## src/rtl/aixh_mxc_drain_packer_pkg.sv

```systemverilog
// Shared types and default element widths for the MXC drain packer.
package AIXH_MXC_pkg;

    localparam int ACCUM_BITS = 48;
    localparam int SCALE_BITS = 16;

    typedef enum logic [1:0] {
        IDLE  = 2'd0,
        RUN   = 2'd1,
        DRAIN = 2'd2
    } drain_state_t;

    typedef struct packed {
        logic [SCALE_BITS-1:0] scale;
        logic [ACCUM_BITS-1:0] acc;
    } drain_elem_t;

endpackage

```

## src/rtl/aixh_mxc_drain_packer_requant.sv

```systemverilog
// Three-stage requantisation pipe: scale, round-and-shift, saturate to INT8.
module aixh_mxc_drain_requant #(
    parameter int ACC_W = 48,
    parameter int SCL_W = 16
) (
    input  logic             clk,
    input  logic             rstn,
    input  logic [5:0]       shift,
    input  logic             relu,
    input  logic             in_vld,
    input  logic [ACC_W-1:0] in_acc,
    input  logic [SCL_W-1:0] in_scale,
    output logic             out_vld,
    output logic [7:0]       out_q
);

    logic signed [63:0] prod_s;
    logic signed [63:0] p1_r;
    logic signed [64:0] rnd_s;
    logic signed [64:0] sum_s;
    logic signed [64:0] p2_s;
    logic signed [64:0] p2_r;
    logic [7:0]         q3_s;
    logic [7:0]         q3_r;
    logic               vld1_r;
    logic               vld2_r;
    logic               vld3_r;

    // Datapath for all three stages; the sum is one bit wider so rounding cannot wrap.
    always_comb begin
        prod_s = $signed({{(64-ACC_W){in_acc[ACC_W-1]}}, in_acc})
               * $signed({{(64-SCL_W){1'b0}}, in_scale});
        rnd_s  = 65'sd0;
        if (shift != 6'd0) begin
            rnd_s = 65'sd1 <<< (shift - 6'd1);
        end else begin
            rnd_s = 65'sd0;
        end
        sum_s = $signed({p1_r[63], p1_r}) + rnd_s;
        p2_s  = sum_s >>> shift;
        q3_s  = 8'h00;
        if (relu) begin
            if (p2_r < 65'sd0) begin
                q3_s = 8'h00;
            end else if (p2_r > 65'sd127) begin
                q3_s = 8'h7F;
            end else begin
                q3_s = p2_r[7:0];
            end
        end else begin
            if (p2_r > 65'sd127) begin
                q3_s = 8'h7F;
            end else if (p2_r < -65'sd128) begin
                q3_s = 8'h80;
            end else begin
                q3_s = p2_r[7:0];
            end
        end
    end

    // Pipe registers; the pipe never stalls and valid tags ride alongside the data.
    always_ff @(posedge clk) begin
        if (!rstn) begin
            p1_r   <= 64'sd0;
            p2_r   <= 65'sd0;
            q3_r   <= 8'h00;
            vld1_r <= 1'b0;
            vld2_r <= 1'b0;
            vld3_r <= 1'b0;
        end else begin
            p1_r   <= prod_s;
            p2_r   <= p2_s;
            q3_r   <= q3_s;
            vld1_r <= in_vld;
            vld2_r <= vld1_r;
            vld3_r <= vld2_r;
        end
    end

    assign out_vld = vld3_r;
    assign out_q   = q3_r;

endmodule

```

## src/rtl/aixh_mxc_drain_packer.sv

```systemverilog
// Drain packer: requantises the drained row stream to INT8, packs LANES per word
// and writes the words to one LTC slice at linearly increasing addresses.
module aixh_mxc_drain_packer
    import AIXH_MXC_pkg::*;
#(
    parameter int LTC_DWIDTH = 256,
    parameter int LTC_AWIDTH = 16,
    parameter int FIFO_DEPTH = 4
) (
    input  logic                          aixh_core_clk2x,
    input  logic                          aixh_core_rstn,
    input  logic                          cfg_start,
    input  logic [LTC_AWIDTH-1:0]         cfg_base,
    input  logic [15:0]                   cfg_words,
    input  logic [5:0]                    cfg_shift,
    input  logic                          cfg_relu,
    input  logic                          i_vld,
    input  logic [SCALE_BITS+ACCUM_BITS-1:0] i_dat,
    output logic                          ltc_awvalid,
    output logic [LTC_AWIDTH-1:0]         ltc_awaddr,
    output logic [LTC_DWIDTH-1:0]         ltc_wdata,
    input  logic                          ltc_awupdate,
    output logic                          o_busy,
    output logic                          o_done,
    output logic                          o_err
);

    localparam int LANES  = LTC_DWIDTH / 8;
    localparam int LANE_W = $clog2(LANES);
    localparam int PTR_W  = $clog2(FIFO_DEPTH);
    localparam int ECNT_W = 16 + LANE_W + 1;

    drain_state_t          state_r, state_s;
    drain_elem_t           elem_s;
    logic [15:0]           words_r;
    logic [15:0]           done_cnt_r;
    logic [5:0]            shift_r;
    logic                  relu_r;
    logic [ECNT_W-1:0]     elem_cnt_r;
    logic [ECNT_W-1:0]     elem_inc_s;
    logic [ECNT_W-1:0]     quota_s;
    logic [LANE_W-1:0]     lane_r;
    logic [LTC_DWIDTH-1:0] word_r;
    logic [LTC_DWIDTH-1:0] push_word_s;
    logic [LTC_DWIDTH-1:0] mem_r [FIFO_DEPTH];
    logic [PTR_W-1:0]      wr_ptr_r, rd_ptr_r;
    logic [PTR_W:0]        fcnt_r, fcnt_s;
    logic [LTC_AWIDTH-1:0] addr_r;
    logic                  awvalid_r, busy_r, done_r, err_r;
    logic                  start_s, zero_start_s, take_s, last_s;
    logic                  rq_vld_s, push_s, pop_s, full_s, drop_s, wr_en_s, fin_s;
    logic [7:0]            rq_q_s;

    assign elem_s = drain_elem_t'(i_dat);

    aixh_mxc_drain_requant #(
        .ACC_W (ACCUM_BITS),
        .SCL_W (SCALE_BITS)
    ) u_requant (
        .clk      (aixh_core_clk2x),
        .rstn     (aixh_core_rstn),
        .shift    (shift_r),
        .relu     (relu_r),
        .in_vld   (take_s),
        .in_acc   (elem_s.acc),
        .in_scale (elem_s.scale),
        .out_vld  (rq_vld_s),
        .out_q    (rq_q_s)
    );

    // Job control, FIFO push/pop decisions and completion; dropped words still count.
    always_comb begin
        start_s      = (state_r == IDLE) && cfg_start && (cfg_words != 16'd0);
        zero_start_s = (state_r == IDLE) && cfg_start && (cfg_words == 16'd0);
        take_s       = i_vld && (state_r == RUN);
        elem_inc_s   = elem_cnt_r + ECNT_W'(1);
        quota_s      = {1'b0, words_r, {LANE_W{1'b0}}};
        last_s       = take_s && (elem_inc_s == quota_s);
        push_s       = rq_vld_s && (lane_r == LANE_W'(LANES - 1));
        push_word_s  = {rq_q_s, word_r[LTC_DWIDTH-9:0]};
        pop_s        = awvalid_r && ltc_awupdate;
        full_s       = (fcnt_r == (PTR_W+1)'(FIFO_DEPTH));
        drop_s       = push_s && full_s && !pop_s;
        wr_en_s      = push_s && !drop_s;
        fin_s        = (state_r == DRAIN) && (pop_s || drop_s) &&
                       ((done_cnt_r + 16'd1) == words_r);
        fcnt_s       = fcnt_r;
        case ({wr_en_s, pop_s})
            2'b10:   fcnt_s = fcnt_r + (PTR_W+1)'(1);
            2'b01:   fcnt_s = fcnt_r - (PTR_W+1)'(1);
            default: fcnt_s = fcnt_r;
        endcase
    end

    // Next-state logic.
    always_comb begin
        state_s = state_r;
        case (state_r)
            IDLE: begin
                if (start_s) state_s = RUN;
                else         state_s = IDLE;
            end
            RUN: begin
                if (last_s) state_s = DRAIN;
                else        state_s = RUN;
            end
            DRAIN: begin
                if (fin_s) state_s = IDLE;
                else       state_s = DRAIN;
            end
            default: state_s = IDLE;
        endcase
    end

    // State, job registers, lane packing and status outputs.
    always_ff @(posedge aixh_core_clk2x) begin
        if (!aixh_core_rstn) begin
            state_r    <= IDLE;
            words_r    <= 16'd0;
            shift_r    <= 6'd0;
            relu_r     <= 1'b0;
            elem_cnt_r <= '0;
            done_cnt_r <= 16'd0;
            lane_r     <= '0;
            word_r     <= '0;
            addr_r     <= '0;
            awvalid_r  <= 1'b0;
            busy_r     <= 1'b0;
            done_r     <= 1'b0;
            err_r      <= 1'b0;
        end else begin
            state_r   <= state_s;
            busy_r    <= (state_s != IDLE);
            done_r    <= zero_start_s || fin_s;
            err_r     <= err_r || drop_s || (i_vld && (state_r != RUN));
            awvalid_r <= (fcnt_s != (PTR_W+1)'(0));
            if (start_s) begin
                words_r    <= cfg_words;
                shift_r    <= cfg_shift;
                relu_r     <= cfg_relu;
                elem_cnt_r <= '0;
                done_cnt_r <= 16'd0;
                lane_r     <= '0;
                addr_r     <= cfg_base;
            end else begin
                if (take_s)          elem_cnt_r <= elem_inc_s;
                if (pop_s || drop_s) done_cnt_r <= done_cnt_r + 16'd1;
                if (pop_s)           addr_r     <= addr_r + LTC_AWIDTH'(1);
                if (rq_vld_s)        lane_r     <= lane_r + LANE_W'(1);
            end
            if (rq_vld_s) word_r[{lane_r, 3'b000} +: 8] <= rq_q_s;
        end
    end

    // Packed-word FIFO; simultaneous push and pop are both honoured even when full.
    always_ff @(posedge aixh_core_clk2x) begin
        if (!aixh_core_rstn) begin
            wr_ptr_r <= '0;
            rd_ptr_r <= '0;
            fcnt_r   <= '0;
            for (int i = 0; i < FIFO_DEPTH; i++) begin
                mem_r[i] <= '0;
            end
        end else begin
            fcnt_r <= fcnt_s;
            if (wr_en_s) begin
                mem_r[wr_ptr_r] <= push_word_s;
                wr_ptr_r        <= wr_ptr_r + PTR_W'(1);
            end
            if (pop_s) rd_ptr_r <= rd_ptr_r + PTR_W'(1);
        end
    end

    assign ltc_awvalid = awvalid_r;
    assign ltc_awaddr  = addr_r;
    assign ltc_wdata   = mem_r[rd_ptr_r];
    assign o_busy      = busy_r;
    assign o_done      = done_r;
    assign o_err       = err_r;

endmodule

```

## config.mk

```make
export PLATFORM = sky130hd
export DESIGN_NAME = aixh_mxc_drain_packer
export DESIGN_NICKNAME = d
export VERILOG_FILES = /design/src/rtl/aixh_mxc_drain_packer_pkg.sv /design/src/rtl/aixh_mxc_drain_packer_requant.sv /design/src/rtl/aixh_mxc_drain_packer.sv
export SDC_FILE = /design/constraint.sdc
export NUM_CORES = 2
export LEC_CHECK = 0
export CAP_MARGIN = 40
export CORE_MARGIN = 4
export CORE_UTILIZATION = 60
export CTS_CLUSTER_SIZE = 16
export DETAILED_ROUTE_END_ITERATION = 10
export HOLD_SLACK_MARGIN = 0.12
export PLACE_DENSITY = 0.88
export SLEW_MARGIN = 20
export SYNTH_ARGS = -nofsm -noshare
export SYNTH_HDL_FRONTEND = slang
export SYNTH_SLANG_ARGS = --single-unit
```

## constraint.sdc

```tcl
create_clock -name aixh_core_clk2x -period 29.2 [get_ports aixh_core_clk2x]
set_input_delay 2.92 -clock aixh_core_clk2x [delete_from_list [all_inputs] [get_ports aixh_core_clk2x]]
set_output_delay 2.92 -clock aixh_core_clk2x [all_outputs]
set_load 0.01 [all_outputs]
```

* Yosys cells after proc, flatten, opt, wreduce, memory -nomap -nowiden
Memories as Yosys holds them, arrays and structs flattened. A register that Yosys moved wholly into a read port is not among the register bits.
Cells that the tools add are included.
** Storage, ports and cells
- Flip-flop bits (word level) :: 491
- RAM bits :: 1024
- Input bits :: 108
- Output and inout bits :: 276
- Logic and storage cells :: 103
- Memories :: 1
** Memory list
- mem_r :: words 4, bits a word 256, rd ports 1, clocked after memory_dff 1, wr ports 4, line aixh_mxc_drain_packer.sv:45 : logic [LTC_DWIDTH-1:0] mem_r [FIFO_DEPTH];
** Cells by class
- $add $sub $neg :: 11
- Multipliers :: 1
- Magnitude comparators :: 3
- Equal/unequal tests :: 9
- Shift operators :: 4
- Multiplexer cells :: 23
- Bitwise operators :: 1
- Reductions and logical operators :: 28
** Operators by type and width (number)
- $bwmux W256 :: 1
- $mux W256 :: 1
- $reduce_or A256 Y1 :: 1
- $shift A8 B10 Y256 const A :: 1
- $shiftx A8 B10 Y256 :: 1
- $add A64 B65 Y65 :: 1
- $gt A65 B8 Y1 const B :: 1
- $lt A65 B1 Y1 const B :: 1
- $lt A65 B8 Y1 const B :: 1
- $mux W65 :: 1
- $sshl A2 B6 Y65 const A :: 1
- $sshr A65 B6 Y65 :: 1
- $mul A48 B17 Y64 :: 1
- $mux W8 :: 5
- $add A16 B1 Y16 const B :: 2
- $mux W16 :: 2
- $add A22 B1 Y22 const B :: 1
- $eq A22 B21 Y1 :: 1
- $eq A16 B16 Y1 :: 1
- $logic_not A16 Y1 :: 1
- $reduce_bool A16 Y1 :: 1
- $logic_and A1 B1 Y1 :: 13
- $mux W2 :: 5
- $neg A8 Y10 :: 1
- other kinds (21) :: 34

* Longest topological paths before layout
- Depth in word-level cells :: 11
- Gate-level depth with buffers :: 28

* Cells and area by module
A second synthesis with hierarchy kept.
** Second synthesis, totals
- Cell total of the unflattened synthesis :: 9464
- Area, all modules :: 97506.0 um^2
** Modules (own cells, without submodules)
- aixh_mxc_drain_packer :: instances 1, cells an instance 4429, area an instance 56978.4 um^2, seq. area each 37656.1 um^2
- aixh_mxc_drain_requant :: instances 1, cells an instance 5035, area an instance 40527.6 um^2, seq. area each 2802.7 um^2

* Worst setup path after synthesis
OpenSTA, ideal clock, no wires.
- Path kind :: input port to flip-flop
- Start :: input port aixh_core_rstn
- End :: memory mem_r[1][0] (enable)
- Arrival time :: 15.908 ns
- Path slack :: 12.333 ns
- Stages on the path :: 5
- Path through :: clkbuf_1 inv_2 clkbuf_1 nor2_1 a21oi_1
** RTL lines
- from (decl) :: line aixh_mxc_drain_packer.sv:11 : input logic aixh_core_rstn,
- to (decl) :: line aixh_mxc_drain_packer.sv:45

* Final worst setup path
- Start :: input port i_dat[51]
- End :: register u_requant.p1_r[63]
** Between the ends
- Cells in the longest elaborated chain, start to end :: 1
** RTL lines
- from (decl) :: line aixh_mxc_drain_packer.sv:18 : input logic [SCALE_BITS+ACCUM_BITS-1:0] i_dat,
- $mul A48 B17 Y64 :: line aixh_mxc_drain_packer_requant.sv:32 : * $signed({{(64-SCL_W){1'b0}}, in_scale});
- to (signal assigned) :: line aixh_mxc_drain_packer_requant.sv:71 : p1_r <= prod_s;
- to (decl) :: line aixh_mxc_drain_packer_requant.sv:18 : logic signed [63:0] p1_r;
Every way passes these cells.
A chain may end at the register's enable or synchronous reset.

==> flow_summary.toml <==
[clock_network]
cts.clk_slew.worst_paths_ns = 0.06
cts_buffers = 147
post_cts_resized = 0
worstSkewPairLatency_ns = 0.80
cts.hold.buffers_added = 0
cts_setup_buffers = 0
root_buffer = "clkbuf_16"
clockBufferDepth = 3
h-tree-depth = 4
cts_tree = "built"
clock_sinks = 1509

[finish]
mostFrequentLayoutCell = "nor2_1"
final_area_um2 = 110000
stdcell_count = 11900
fin_nets = 10700
nFillCells = 11000
drive_gt1_share_pct = 8.15
regArea_um2 = 40500
syn2layout_area_growth_pct = 11.6
multi_input_area_um2 = 51600
mostFrequentLayoutCells = "1183 x nor2_1, 1156 x nand2_1, 1091 x inv_1, 1024 x edfxtp_1, 710 x fa_1"

[setup_path]
crit_type = "input port to flop"
cp-end-kind = "flop"
cp.arrival_ns = 11.67
reg2reg_depth = 21
timing.rr.start = "shift_r[0]$_SDFFE_PN0P_"
crit_path_start = "i_dat[51]"
start_kind = "input port"
crit_family = "adder cells"
crit_path_top_delay_cell = "o32ai_1"
max_stage_delay_ns = 0.63
cpMostUsedCell = "fa_1"
critPathBufInv = 6
reg2reg_to = "u_requant.p2_r[11]$_SDFF_PN0_"
reg2reg_setup_slack_ns = 20.35
critPathRequiredTime_ns = 29.87
worstPathMaxFanout = 48

[drt]
wl_per_cell_um = 26.8
viasPerCell = 6.51
dr.pass1.iters = 11
postRouteAntennaNets = 0
drt_wl_total_um = 320000
vias = 77700
drc_errors = 3
drtIter0Drc = 10900

[run_status]
violations = "design-rule violations"
outcome = "complete, but fails checks"

[placed_design]
dp.cells = 11600
dp_slack_ns = 17.62
gp_congestion = 0.991
place_area_um2 = 105000
io_buffers = 383
dp_hpwl_um = 212000

[grt]
grt_use_total_pct = 37.0
grt_max_degree = 181
grt_pass1_wl_um = 479000
grt_pass1_vias = 78900
grt_overflow = 0
antenna_found_initial = 13

[timing]
rsz0062_at_grt = "false"
fin_skew_ns = 0.0575
setup_viol = 0
fmax_ghz = 0.0910
fin_ws_ns = 18.21
hold_viol = 0
relSlewSlack_pct = 26.1
period_minus_slack_ns = 10.99
setup_tns_ns = 0
drv_slew = 0
worst_pin_slew_ns = 1.11
min_period_over_period_pct = 37.6

[logic_synthesis]
seq_area_frac_synth_pct = 41.2
syn_inst = 9454
synthFlopType = "edfxtp_1"
netlist_area_um2 = 98200
ys_types = 105
syn_avg_cell_area_um2 = 10.4
synthesis.nets = 10500
synth-edff-count = 1024
ys_ff_latch = 1509
yosysWarningCount = 0
synth-async-reset-ratio_pct = 0

[worst_hold_path]
hold_depth = 2
hold_start = "u_requant.p2_r[5]$_SDFF_PN0_"
hold_path.class = "flop to flop"
hold_path_end = "u_requant.out_q[5]$_SDFF_PN0_"

[power]
leakage_nw = 44.4
p_per_area_nw_per_um2 = 106
ir_drop_uv = 249
total_power_mw = 11.6

[job]
drv_cap = 0

[floorplanning]
start_util_pct = 60.3
die_h_um = 413
dieArea_um2 = 170000
coreArea_um2 = 163000
die_w_um = 413
io_pins = 384
core.rowCount = 148
==> worst max path at each step <==
stage,cells past startpoint,endpoint
global placement,24,u_requant.p1_r[63]$_SDFF_PN0_
finish,25,u_requant.p1_r[63]$_SDFF_PN0_
detailed placement,25,u_requant.p1_r[63]$_SDFF_PN0_
CTS,25,u_requant.p1_r[63]$_SDFF_PN0_
floorplan,5,mem_r[1][0]$_SDFFCE_PN0P_
global route,25,u_requant.p1_r[63]$_SDFF_PN0_
==> layer usage <==
| layer | global-route usage, % | share of wire, % | routed length [um] | vias up |
|---|---|---|---|---|
| met1 | 44.8 | 33 | 106000 | 37900 |
| met5 | 0 | 0.047 | 152 | - |
| met2 | 60.8 | 48 | 152000 | 6027 |
| met4 | 23.4 | 8.0 | 25600 | 14 |
| li1 | - | - | - | 32200 |
| met3 | 7.68 | 11 | 36000 | 1557 |
==> area by class of cell <==
| class | instances | area share (%) |
|---|---|---|
| Tap cell | 2175 | 2.48 |
| Clock buffer | 213 | 3.83 |
| Multi-Input combinational cell | 6298 | 47.1 |
| Inverter | 1098 | 3.77 |
| Clock inverter | 60 | 0.555 |
| Sequential cell | 1509 | 36.9 |
| Antenna cell | 11 | 0.0251 |
| Timing Repair Buffer | 567 | 5.30 |
==> worst register-to-register path: stages (launching register included) <==
cell and delay (ns):
dfxtp_1 0.31, buf_4 0.47, inv_2 0.41, nand2_1 0.35, clkinv_1 0.47, nand2_1 0.38
nor2_1 0.14, nor2_1 0.42, nand2_1 0.39, nor2_1 0.21, ha_1 0.47, nand4_1 0.54
nor2_1 0.64, and3_1 0.54, o2111a_1 0.51, or2_1 0.20, a211o_1 0.68, nand2_1 0.19
and3_1 0.21, and4_1 0.23, a2111oi_0 0.74, o21ai_1 0.19
==> sequential cells by signal, summed over array words and instances (netlist names), 6 cells and up, named ones only <==
register	cells
u_requant.p1_r	64
words_r	16
mem_r	1024
elem_cnt_r	22
word_r	248
u_requant.out_q	8
ltc_awaddr	16
shift_r	6
done_cnt_r	16
u_requant.p2_r	65
==> synth_stat cells (25+ instances only) <==
library cell,n,area share (%)
nor2_1,1188,4.5
nand2_1,1157,4.4
inv_1,1091,4.2
edfxtp_1,1024,31
fa_1,710,14
and2_1,609,3.9
dfxtp_1,485,9.9
clkbuf_1,448,1.7
a21oi_1,301,1.5
mux2i_1,291,3.0
mux4_2,281,6.4
ha_1,222,2.8
o21ai_0,136,0.69
nand3_1,102,0.52
nor3_1,102,0.52
nand4_1,101,0.64
xnor2_1,100,0.89
xor2_1,95,0.85
buf_1,74,0.28
a211oi_1,67,0.51
a21o_1,64,0.49
and3_1,54,0.34
nor4_1,53,0.34
o211ai_1,49,0.37
o21a_1,41,0.31
o31ai_1,33,0.25
or3_1,32,0.20
a31oi_1,31,0.20
o21ai_1,26,0.13
and4_1,25,0.22
nand2b_1,25,0.16
==> where the power goes <==
group	total, mW	internal [mW]	switching [mW]
combinational	7.16	2.85	4.31
clock	1.91	1.05	0.859
sequential	2.50	2.43	0.0738
total	11.6	6.33	5.24
==> kinds of logic (layout without fill, tap and decap cells) <==
family / Yosys count / in the layout / share of synthesized area (%)
flops: 1509 / 1509 / 41.2
compound gates: 1046 / 1046 / 7.29
buf+inv: 1647 / 1938 / 6.36
simple gates: 3528 / 3528 / 16.4
fa+ha+maj: 932 / 932 / 17.3
other cells: 0 / 11 / 0
xor+xnor: 196 / 196 / 1.76
mux: 596 / 596 / 9.69
==> per-stage QoR <==
stage	hold WS, ns	util [%]
3_3_place_gp	0.434	63.7
4_1_cts	0.465	67.2
5_1_grt	0.477	67.3
3_5_place_dp	0.439	64.2
2_1_floorplan	0.412	-
6_report	0.458	67.3
No activity file was read; power rests on OpenSTA's default activity.
